<file path="src/rtl/if_fetch_stage_pkg.sv">
// Shared constants for the THCO-MIPS instruction-fetch stage:
// the NOP encoding used for bubbles and the redirect FSM state codes.
package if_fetch_stage_pkg;

  localparam logic [15:0] NOP_INST = 16'h0800;

  localparam logic [0:0] ST_SEQ   = 1'b0;
  localparam logic [0:0] ST_REDIR = 1'b1;

endpackage

</file>
<file path="src/rtl/if_fetch_stage_skid_buf.sv">
// One-entry skid buffer {addr, inst, ds} that catches a word accepted from
// instruction memory while IF/ID is stalled.
module if_skid_buf
  import if_fetch_stage_pkg::*;
#(
  parameter int ADDR_W = 16,
  parameter int INST_W = 16
) (
  input  logic              clk,
  input  logic              rst,
  input  logic              wr,
  input  logic              rd,
  input  logic [ADDR_W-1:0] wr_addr,
  input  logic [INST_W-1:0] wr_inst,
  input  logic              wr_ds,
  output logic              buf_v,
  output logic [ADDR_W-1:0] rd_addr,
  output logic [INST_W-1:0] rd_inst,
  output logic              rd_ds
);

  logic              r_v;
  logic [ADDR_W-1:0] r_addr;
  logic [INST_W-1:0] r_inst;
  logic              r_ds;

  // wr only happens under stall and rd only without, so they never collide.
  always_ff @(posedge clk or negedge rst) begin
    if (!rst) begin
      r_v    <= 1'b0;
      r_addr <= '0;
      r_inst <= INST_W'(NOP_INST);
      r_ds   <= 1'b0;
    end else if (wr) begin
      r_v    <= 1'b1;
      r_addr <= wr_addr;
      r_inst <= wr_inst;
      r_ds   <= wr_ds;
    end else if (rd) begin
      r_v    <= 1'b0;
    end
  end

  assign buf_v   = r_v;
  assign rd_addr = r_addr;
  assign rd_inst = r_inst;
  assign rd_ds   = r_ds;

endmodule

</file>
<file path="src/rtl/if_fetch_stage.sv">
// Instruction-fetch stage: PC, req/ack fetch, IF/ID register and single delay slot.
// Optional skid buffer for words accepted under stall is enabled by IF_SKID_BUF_EN.
module if_fetch_stage
  import if_fetch_stage_pkg::*;
#(
  parameter int                ADDR_W   = 16,
  parameter int                INST_W   = 16,
  parameter logic [ADDR_W-1:0] RESET_PC = '0
) (
  input  logic              clk,
  input  logic              rst,
  input  logic              stall_i,
  input  logic              jump_i,
  input  logic [ADDR_W-1:0] jump_target_addr_i,
  output logic              imem_req_o,
  output logic [ADDR_W-1:0] imem_addr_o,
  input  logic              imem_ack_i,
  input  logic [INST_W-1:0] imem_data_i,
  output logic [ADDR_W-1:0] instAddr_o,
  output logic [INST_W-1:0] inst_o,
  output logic              valid_o,
  output logic              in_delay_slot_o
);

  logic [ADDR_W-1:0] r_pc;
  logic [ADDR_W-1:0] r_tgt;
  logic [0:0]        r_state;
  logic [ADDR_W-1:0] r_inst_addr;
  logic [INST_W-1:0] r_inst;
  logic              r_valid;
  logic              r_ds;

  logic              w_req;
  logic              w_accept;
  logic              w_load;
  logic              w_jump;
  logic              w_buf_v;
  logic              w_mem_ds;
  logic [ADDR_W-1:0] w_src_addr;
  logic [INST_W-1:0] w_src_inst;
  logic              w_src_ds;

  // A word accepted while a redirect is pending is the delay slot.
  assign w_mem_ds = (r_state == ST_REDIR);

`ifdef IF_SKID_BUF_EN
  logic [ADDR_W-1:0] w_buf_addr;
  logic [INST_W-1:0] w_buf_inst;
  logic              w_buf_ds;

  if_skid_buf #(
    .ADDR_W (ADDR_W),
    .INST_W (INST_W)
  ) u_skid_buf (
    .clk     (clk),
    .rst     (rst),
    .wr      (w_accept & stall_i),
    .rd      (w_buf_v & ~stall_i),
    .wr_addr (r_pc),
    .wr_inst (imem_data_i),
    .wr_ds   (w_mem_ds),
    .buf_v   (w_buf_v),
    .rd_addr (w_buf_addr),
    .rd_inst (w_buf_inst),
    .rd_ds   (w_buf_ds)
  );

  assign w_req      = rst & ~w_buf_v;
  assign w_src_addr = w_buf_v ? w_buf_addr : r_pc;
  assign w_src_inst = w_buf_v ? w_buf_inst : imem_data_i;
  assign w_src_ds   = w_buf_v ? w_buf_ds   : w_mem_ds;
`else
  assign w_req      = rst & ~stall_i;
  assign w_buf_v    = 1'b0;
  assign w_src_addr = r_pc;
  assign w_src_inst = imem_data_i;
  assign w_src_ds   = w_mem_ds;
`endif

  assign w_accept = w_req & imem_ack_i;
  assign w_load   = ~stall_i & (w_buf_v | w_accept);
  assign w_jump   = jump_i & r_valid & ~stall_i;

  assign imem_req_o      = w_req;
  assign imem_addr_o     = r_pc;
  assign instAddr_o      = r_inst_addr;
  assign inst_o          = r_inst;
  assign valid_o         = r_valid;
  assign in_delay_slot_o = r_ds;

  // PC and redirect FSM: a jump whose edge loads no word is deferred to the next accept.
  always_ff @(posedge clk or negedge rst) begin
    if (!rst) begin
      r_pc    <= RESET_PC;
      r_tgt   <= '0;
      r_state <= ST_SEQ;
    end else begin
      if (w_jump && w_load) begin
        r_pc <= jump_target_addr_i;
      end else if (w_accept) begin
        r_pc <= (r_state == ST_REDIR) ? r_tgt : r_pc + ADDR_W'(1);
      end

      case (r_state)
        ST_SEQ: begin
          if (w_jump && !w_load) begin
            r_state <= ST_REDIR;
            r_tgt   <= jump_target_addr_i;
          end
        end
        default: begin
          if (w_accept) r_state <= ST_SEQ;
        end
      endcase
    end
  end

  always_ff @(posedge clk or negedge rst) begin
    if (!rst) begin
      r_inst_addr <= '0;
      r_inst      <= INST_W'(NOP_INST);
      r_valid     <= 1'b0;
      r_ds        <= 1'b0;
    end else if (!stall_i) begin
      if (w_load) begin
        r_inst_addr <= w_src_addr;
        r_inst      <= w_src_inst;
        r_valid     <= 1'b1;
        r_ds        <= w_src_ds | w_jump;
      end else begin
        r_inst      <= INST_W'(NOP_INST);
        r_valid     <= 1'b0;
        r_ds        <= 1'b0;
      end
    end
  end

endmodule
</file>
<file path="config.mk">
export PLATFORM = sky130hd
export DESIGN_NAME = if_fetch_stage
export DESIGN_NICKNAME = d
export VERILOG_FILES = /design/src/rtl/if_fetch_stage_pkg.sv /design/src/rtl/if_fetch_stage_skid_buf.sv /design/src/rtl/if_fetch_stage.sv
export SDC_FILE = /design/constraint.sdc
export NUM_CORES = 1
export LEC_CHECK = 0
export CAP_MARGIN = 20
export CORE_MARGIN = 2
export CORE_UTILIZATION = 33
export CTS_CLUSTER_DIAMETER = 100
export DETAILED_ROUTE_END_ITERATION = 7
export SLEW_MARGIN = 20
export SYNTH_ARGS = -nofsm -noshare
export SYNTH_HDL_FRONTEND = slang
export SYNTH_SLANG_ARGS = --single-unit
export TNS_END_PERCENT = 50
</file>
<file path="constraint.sdc">
create_clock -name clk -period 4.5 [get_ports clk]
set_clock_uncertainty 0.2 [all_clocks]
set_input_delay 0.9 -clock clk [delete_from_list [all_inputs] [get_ports clk]]
set_output_delay 0.9 -clock clk [all_outputs]
set_load 0.02 [all_outputs]
</file>
After elaboration in Yosys (flattened, before gate mapping)
Cells that the tools add are included.
Storage, ports and cells
  flip-flop bits (word level): 67
  input bits: 37
  logic and storage cells: 31
Operators by class
  add/sub/neg operators: 1
  mux-type cells: 9
  bitwise logic cells: 8
  reductions and logical operators: 6
Operator list (number)
  16-bit two-way mux: 4
  16-bit by 1-bit adder with 16-bit output, second input constant: 1
  1-bit bitwise AND: 5
  1-bit two-way mux: 5
  2-bit AND reduction: 2
  1-bit logical AND: 2
  1-bit inverter: 2
  2-bit nonzero test: 1
  1-bit zero test: 1
  1-bit OR: 1

Longest topological paths before layout
Gate-level depths: netlist of run 1.
  word-level depth: 8
  mapped depth: 6
  gate-level depth less buffers: 5

Worst setup path after synthesis of run 1
No wires, ideal clock.
  path type: input-to-output
  start point: in stall_i
  end point: out imem_req_o
  arrival time: 1.411 ns
  setup slack: 1.989 ns
  cell stages on the path: 2
  path buffers: 1
  path through: clkbuf_1 nor2b_1
Between the ends
  word-level cells in the longest chain between the ends: 2
RTL lines
  from (decl): line if_fetch_stage.sv:12  | input logic stall_i,
  1-bit inverter (no line)
  1-bit bitwise AND: line if_fetch_stage.sv:73  | assign w_req = rst & ~stall_i;
  to (decl): line if_fetch_stage.sv:15  | output logic imem_req_o,
Every way passes these cells.

Worst setup path after layout of run 1
Same ends and word-level chain as after synthesis.

==> reports/qor.csv, run 1 <==
metric,value,unit
status,completed,
synthesis-stage register bit count,67,
post-synthesis mux area share,7.00,%
most frequent cells in the layout,"clkdlybuf4s50_1 (86), dfrtp_1 (66), nand2_1 (61), o21ai_0 (20)",
reg-to-reg critical path endpoint,r_tgt[10]$_DFFE_PN0P_,
dpl cell area,4100,um^2
Syn Area/Cell,10.3,um^2
worst slew pin tran,0.709,ns
Post-Synth Adder-Cell Area,0.397,%
core box area,9240,um^2
Post-synth EDFFs,0,
final setup fails,0,
TNS Setup,0,ns
Main synth FF type,dfrtp_1,
RR Startpoint,r_state$_DFF_PN0_,
Inserted Clock Buffers,9,
Peak VDD IR,167,uV
WHS Path Cells,2,
main combinational cell family by area after synthesis,simple AND/OR/NAND/NOR gates,
CP Launch Type,input pin,
router iterations before antenna repair,4,
largest cells by area after synthesis,"dfrtp_1 (52%), nand2_1 (7.3%), mux2_2 (5.7%)",
nets,427,
FP Rows,35,
CTS resizes,0,
detailed placement HPWL,5.80,mm
worst hold endpoint,inst_o[11]$_DFFE_PN1N_,
Clock Sinks,67,
Routed WL,8.41,mm
CTS tree,done,
DR vias,2671,
cells on worst reg2reg path,3,
Routed Antenna Nets,0,
max_cap viols,0,
GRT overflow,0,
CP Capture Type,output port,
CP Data Required Time,3.40,ns
fmax,0.299,GHz
Worst-path clk slew,0.07,ns
"Hold-fix buffers, CTS",0,
met2 global-route usage,27.0,%
crit path time final,3.35,ns
Mapped Area,3150,um^2
Antenna Diode Count,0,
pins over their slew limit,0,
post-route cell area,4370,um^2
pwr dens,521,nW/um^2
Min-Delay Path Class,flop to flop,
Synth area leader,dfrtp_1,
Hold Startpoint,inst_o[11]$_DFFE_PN1N_,
CTS H-tree depth,3,
reg2reg setup slack,2.10,ns
Post CTS Setup Buffer Count,0,
Die Width,102,um
Port Buffers,87,
Crit path arrival time,2.25,ns
Compound-Gate Fraction of Synth Area,16.8,%
Die Height,102,um
grt met1 use,24.1,%
Via density,5.11,
Worst-Skew Late Latency,0.35,ns
syn_nets,345,
Yosys cell types,50,
Starting Density,34.1,%
Worst path most repeated cell,clkdlybuf4s50_1,
Root Buffer,clkbuf_8,
Post-Synth Simple-Gate Area,17.2,%
I/O pin count,88,
"Hold Vio Cnt, Final",0,
area growth from synthesis to final layout,39.0,%
"Cell Chain, Critical Path","clkdlybuf4s50_1, buf_4, nor2b_1, clkdlybuf4s50_1",
Synth async-reset ratio,100,%
critical path type,input pin to output port,
area share of the largest cell type after synthesis,52.5,%
post-synthesis sequential area ratio,53.3,%
CP max stage cell,clkdlybuf4s50_1,
Wirelength per Cell,16.1,um
die area,10300,um^2
Synth Instances,307,
part of the cycle the worst path needs,74.3,%
Crit Path Max Fanout,22,
initial antenna violation count,0,
Worst slew margin,52.7,%
GRT Util Overall,17.4,%
"commonest non-fill, non-tap cell in the layout",clkdlybuf4s50_1,
first-pass GRT wire length,14.0,mm
grt met3 use,4.21,%
Leakage,1.90,nW
Synth Area in XOR/XNOR,1.11,%
largest net degree at the start of global routing,42,
GRT busiest layer,met2,
vias in the first global route,2692,
Clock Tree Buf Depth,2,
synth warn,0,
DRC Markers,0,
RSZ-0062 raised after global routing,false,
ratio of cells with drive above 1 in the final layout,11.7,%
Max stage delay on crit path,0.60,ns
starting DRC count in detailed routing,103,
GP Congestion,0.807,
logic make-up after synthesis:
kind of cell               Yosys count
DFF                                 67
buffers and inverters               25
xor gates and xnor gates             4
adders and majority gates            1
and+or+nand+nor                    112
muxes                               20
AOI/OAI and AO/OA                   78
cell usage after synthesis (2+ instances only):
| library cell | instances |
|---|---|
| inv_1 | 3 |
| xnor2_1 | 4 |
| dfrtp_1 | 66 |
| a221oi_1 | 2 |
| mux2i_1 | 4 |
| nand2_1 | 61 |
| a21oi_1 | 14 |
| clkbuf_1 | 12 |
| o22a_1 | 2 |
| nor3_1 | 3 |
| buf_2 | 2 |
| mux2_2 | 16 |
| nand3_1 | 5 |
| nor4_1 | 2 |
| buf_6 | 3 |
| o2bb2ai_1 | 2 |
| nor2_1 | 14 |
| and4_1 | 2 |
| o31ai_1 | 4 |
| nand4_1 | 4 |
| a211o_1 | 2 |
| or3_1 | 2 |
| and3_1 | 7 |
| o21ai_0 | 20 |
| a22o_1 | 16 |
| nand3b_1 | 2 |
| a31o_2 | 2 |
| buf_4 | 3 |
| a211oi_1 | 2 |
| a31oi_1 | 6 |
critical path: cells and delay by family:
kind	cells	cell delay [ns]
AND/OR/NAND/NOR	1	0.12
buffers and inverters	3	1.22
metal layers:
metal / share of wire (%) / up-vias
met3: 5.9 / 9
met1: 47 / 1310
met4: 1.3 / 0
met2: 46 / 79
met5: 0 / -
li1: - / 1273
power breakdown:
part / total, mW / internal [mW] / switching, mW
clock network: 0.681 / 0.440 / 0.241
logic: 0.667 / 0.348 / 0.319
registers: 0.931 / 0.752 / 0.179
flip-flops by register name, indices dropped and copies added, names as in the netlist:
signal	count
r_tgt	16
in_delay_slot_o	1
inst_o	16
imem_addr_o	16
valid_o	1
r_state	1
instAddr_o	16
how the worst max path moves through the flow:
stage                       endpoint  cells past startpoint  slack (ns)  startpoint
after floorplan           imem_req_o                      2        1.99     stall_i
after global placement    imem_req_o                      4        1.16     stall_i
after detailed placement  imem_req_o                      4        1.16     stall_i
after CTS                 imem_req_o                      4        1.15     stall_i
after global routing      imem_req_o                      4        1.11     stall_i
final                     imem_req_o                      4        1.15     stall_i
through the flow:
step	utilization [%]	power, mW	cells	setup slack [ns]	hold WS (ns)
after floorplan	-	1.29	307	1.99	0.271
after global placement	44.4	1.61	507	1.16	0.255
after detailed placement	44.4	1.62	507	1.16	0.261
after CTS	47.3	2.30	523	1.15	0.272
after global routing	47.3	2.41	523	1.11	0.297
final	47.3	2.28	523	1.15	0.272
area by class of cell:
type	instances	area, um^2
Clock inverter	6	136
Fill cell	872	4870
Timing Repair Buffer	93	911
Tap cell	129	161
Multi-Input combinational cell	215	1340
Sequential cell	67	1680
Clock buffer	10	138
Inverter	3	11.3
No activity file was read; power rests on OpenSTA's default activity.
==> run 2: changes to the inputs <==
clock period = 2.86 ns   (was 4.5 ns; I/O delays follow)
==> reports/qor.csv, run 2 (synthesis gave the netlist of run 1 again) <==
metric,value,unit
highest metal used,met4,
core box area,9240,um^2
CP max stage cell,clkdlybuf4s50_1,
TNS Setup,0,ns
most frequent cells in the layout,"clkdlybuf4s50_1 (86), dfrtp_1 (66), nand2_1 (61), o21ai_0 (20)",
Max stage delay on crit path,0.60,ns
largest net degree at the start of global routing,68,
Leakage,1.91,nW
starting DRC count in detailed routing,180,
Crit path arrival time,1.74,ns
I/O pin count,88,
Min-Delay Path Class,flop to flop,
worst slew pin tran,0.851,ns
area growth from synthesis to final layout,39.3,%
status,completed,
Worst path most repeated cell,clkdlybuf4s50_1,
CTS resizes,0,
"Hold Vio Cnt, Final",0,
"commonest non-fill, non-tap cell in the layout",clkdlybuf4s50_1,
Antenna Diode Count,0,
max_cap viols,0,
Routed Antenna Nets,0,
pwr dens,784,nW/um^2
"Hold-fix buffers, CTS",0,
Crit Path Max Fanout,3,
first-pass GRT wire length,13.6,mm
Inserted Clock Buffers,9,
Multi-input gate area,1340,um^2
crit path time final,2.52,ns
Die Width,102,um
Wirelength per Cell,16.2,um
vias in the first global route,2618,
CP Launch Type,input pin,
CP Data Required Time,2.09,ns
Worst slew margin,43.3,%
router iterations before antenna repair,4,
Worst-Skew Late Latency,0.34,ns
FF+latch area,1680,um^2
Via density,5.15,
RSZ-0062 raised after global routing,false,
GRT overflow,0,
Worst-path clk slew,0.07,ns
Starting Density,34.1,%
fmax,0.398,GHz
Clock Tree Buf Depth,2,
FP Rows,35,
Port Buffers,87,
critical path type,input pin to output port,
Layout fillers,840,
CTS tree,done,
Clock Sinks,67,
metal2 WL,3.98,mm
initial antenna violation count,0,
Peak VDD IR,329,uV
Routed WL,8.58,mm
pins over their slew limit,0,
met3 WL,563,um
CTS H-tree depth,3,
final setup fails,0,
metal1 wirelength,3.83,mm
Post CTS Setup Buffer Count,0,
Root Buffer,clkbuf_8,
final hold slack,0.265,ns
WP buf/inv,2,
ratio of cells with drive above 1 in the final layout,13.0,%
Top delay family on crit path,buffers and inverters,
detailed placement HPWL,5.79,mm
nets,433,
DR vias,2726,
GP Congestion,0.818,
"Cell Chain, Critical Path","clkdlybuf4s50_1, nor2b_1, clkdlybuf4s50_1",
die area,10300,um^2
DRC Markers,0,
part of the cycle the worst path needs,88.0,%
CP Capture Type,output port,
GRT Util Overall,17.1,%
Die Height,102,um
-- run 2: changes by cell type in the layout (fill, tap and decap cells not counted), sizes merged --
cell,change
buf,+6
clkinv,+1
bufinv,-2
clkinvlp,+1
-- run 2: path summary, 6_finish.rpt --
path	from	to	slack, ns	cells past startpoint
setup reg to reg	imem_addr_o[0]$_DFFE_PN0P_	imem_addr_o[8]$_DFFE_PN0P_	0.78	5
setup / recovery	stall_i	imem_req_o	0.34	3
hold reg to reg	inst_o[11]$_DFFE_PN1N_	inst_o[11]$_DFFE_PN1N_	0.27	2
min in group asynchronous	rst	inst_o[15]$_DFFE_PN0N_	0.28	2
max in group asynchronous	rst	imem_addr_o[0]$_DFFE_PN0P_	1.62	2
hold / removal	inst_o[11]$_DFFE_PN1N_	inst_o[11]$_DFFE_PN1N_	0.27	2
-- run 2: worst reg2reg max path: cells and delay by family, from the launching register on --
kind / cells / cell delay (ns)
adders and majority gates: 1 / 0.30
and+or+nand+nor: 2 / 0.61
AOI/OAI and AO/OA: 2 / 0.34
DFF: 1 / 0.56
-- run 2: cell type report --
cell class	count	area share, %
clock buffers	10	3.14
clock inverters	6	2.03
inverters	3	0.257
multi-input cells	215	30.5
flip-flops and latches	67	38.3
well taps	129	3.68
repair buffers	99	22.1
-- run 2: power by group --
group | leakage, nW | switching, mW | total, mW | internal (mW)
Sequential | 0.855 | 0.274 | 1.46 | 1.18
Combinational | 0.947 | 0.524 | 1.08 | 0.557
Clock | 0.108 | 0.385 | 0.900 | 0.515
-- run 2: metal layers --
layer / global-route usage, % / vias to the layer above
met5: 0 / -
met4: 7.69 / 0
met3: 3.31 / 20
met2: 25.9 / 102
met1: 23.8 / 1324
li1: - / 1280
-- run 2: metrics by stage --
stage	cell area [um^2]	worst slack, ns	cells	utilization (%)	power, mW
6_report	4380	0.344	529	47.4	3.44
5_1_grt	4380	0.312	529	47.4	3.63
3_3_place_gp	4160	0.361	513	45.0	2.54
3_5_place_dp	4160	0.351	513	45.0	2.56
4_1_cts	4380	0.344	529	47.4	3.47
2_1_floorplan	3150	0.934	307	-	2.03
==> run 3: changes to the inputs <==
REMOVE_ABC_BUFFERS = 1   (was unset)
==> reports/qor.csv, run 3 (synthesis gave the netlist of run 1 again) <==
metric,value,unit
status,completed,
DRC Markers,0,
non-filler instance count after layout,531,
CP Data Required Time,2.09,ns
router iterations before antenna repair,4,
GP Congestion,0.762,
Inserted Clock Buffers,9,
Worst slew margin,61.6,%
FP Rows,35,
stages on the worst setup path,3,
DR vias,2681,
Multi-input gate area,1340,um^2
Die Height,102,um
TNS Setup,0,ns
"Cell Chain, Critical Path","clkdlybuf4s50_1, nor2b_1, clkdlybuf4s50_1",
CP Launch Type,input pin,
final setup fails,0,
final total power,3.40,mW
pins over their slew limit,0,
Layout fillers,890,
starting DRC count in detailed routing,149,
reg2reg setup slack,0.84,ns
critical path type,input pin to output port,
Antenna Diode Count,0,
initial antenna violation count,0,
CTS tree,done,
Worst-path clk slew,0.08,ns
Crit path arrival time,1.72,ns
Port Buffers,87,
Leakage,1.91,nW
FF+latch area,1680,um^2
Root Buffer,clkbuf_8,
Reg power frac,42.4,%
placed cells,515,
part of the cycle the worst path needs,87.2,%
Peak VDD IR,322,uV
GRT Util Overall,16.8,%
post-route cell area,4380,um^2
max_cap viols,0,
logic gate share of total power,31.9,%
Worst-Skew Late Latency,0.35,ns
Starting Density,34.1,%
vias in the first global route,2575,
dpl cell area,4160,um^2
Routed WL,8.48,mm
cells on worst reg2reg path,5,
ratio of cells with drive above 1 in the final layout,13.4,%
die area,10300,um^2
most frequent cells in the layout,"clkdlybuf4s50_1 (86), dfrtp_1 (66), nand2_1 (61), o21ai_0 (20)",
Top delay family on crit path,buffers and inverters,
detailed placement HPWL,5.67,mm
area growth from synthesis to final layout,39.0,%
"commonest non-fill, non-tap cell in the layout",clkdlybuf4s50_1,
Post CTS Setup Buffer Count,0,
"Hold-fix buffers, CTS",0,
GRT overflow,0,
core box area,9240,um^2
Min-Delay Path Class,input pin to async pin,
CTS H-tree depth,3,
pwr dens,778,nW/um^2
crit path time final,2.49,ns
WP buf/inv,2,
Via density,5.05,
clock share of power,25.6,%
I/O pin count,88,
CP Capture Type,output port,
Worst path most repeated cell,clkdlybuf4s50_1,
RSZ-0062 raised after global routing,false,
Routed Antenna Nets,0,
worst slew pin tran,0.576,ns
Clock Sinks,67,
Crit Path Max Fanout,2,
first-pass GRT wire length,13.5,mm
Sw Ratio,34.5,%
largest net degree at the start of global routing,45,
CP max stage cell,clkdlybuf4s50_1,
Max stage delay on crit path,0.61,ns
Wirelength per Cell,16.0,um
nets,435,
Clock Tree Buf Depth,2,
CTS resizes,0,
Net Switching,1.18,mW
Internal Pwr Total,2.23,mW
fmax,0.401,GHz
"Hold Vio Cnt, Final",0,
Die Width,102,um
[run 3: cell count changes in the layout (fill, tap and decap cells not counted), sizes merged]
cell and change:
clkbuf -1, buf +2, clkinvlp +1
[run 3: layout make-up]
type / count / area share (%)
multi-input combinational: 215 / 30.6
clock inverter: 7 / 2.12
tap: 129 / 3.69
clock buffer: 9 / 2.83
sequential: 67 / 38.3
timing repair buffer: 101 / 22.2
inverter: 3 / 0.257
[run 3: path summary, 6_finish.rpt]
kind / start / end
max: stall_i / imem_req_o
min: rst / inst_o[15]$_DFFE_PN0N_
max reg2reg: imem_addr_o[0]$_DFFE_PN0P_ / imem_addr_o[8]$_DFFE_PN0P_
min reg2reg: inst_o[11]$_DFFE_PN1N_ / inst_o[11]$_DFFE_PN1N_
max in group asynchronous: rst / r_tgt[1]$_DFFE_PN0P_
min in group clk: inst_o[11]$_DFFE_PN1N_ / inst_o[11]$_DFFE_PN1N_
[run 3: layer usage]
| metal | global-route usage (%) | up-vias | routed length, um |
|---|---|---|---|
| met4 | 5.30 | 0 | 87 |
| met2 | 25.3 | 99 | 3780 |
| met3 | 3.31 | 9 | 544 |
| met1 | 24.5 | 1296 | 4070 |
| met5 | 0 | - | 0 |
| li1 | - | 1277 | - |
[run 3: power by group through the flow]
stage / combinational [mW] / sequential, mW / clock (mW)
after floorplan: 0.371 / 1.61 / 0
after global placement: 1.08 / 1.45 / 0
after detailed placement: 1.09 / 1.46 / 0
after CTS: 1.10 / 1.44 / 0.893
after global routing: 1.19 / 1.49 / 0.927
final: 1.09 / 1.45 / 0.873
[run 3: stage by stage]
step                      hold WS [ns]  util [%]  setup WS (ns)
after global placement           0.256      45.0          0.344
after detailed placement         0.261      45.0          0.330
after CTS                       0.0324      47.4          0.350
final                           0.0330      47.4          0.365
after floorplan                 0.0764         -          0.264
after global routing            0.0562      47.4          0.308
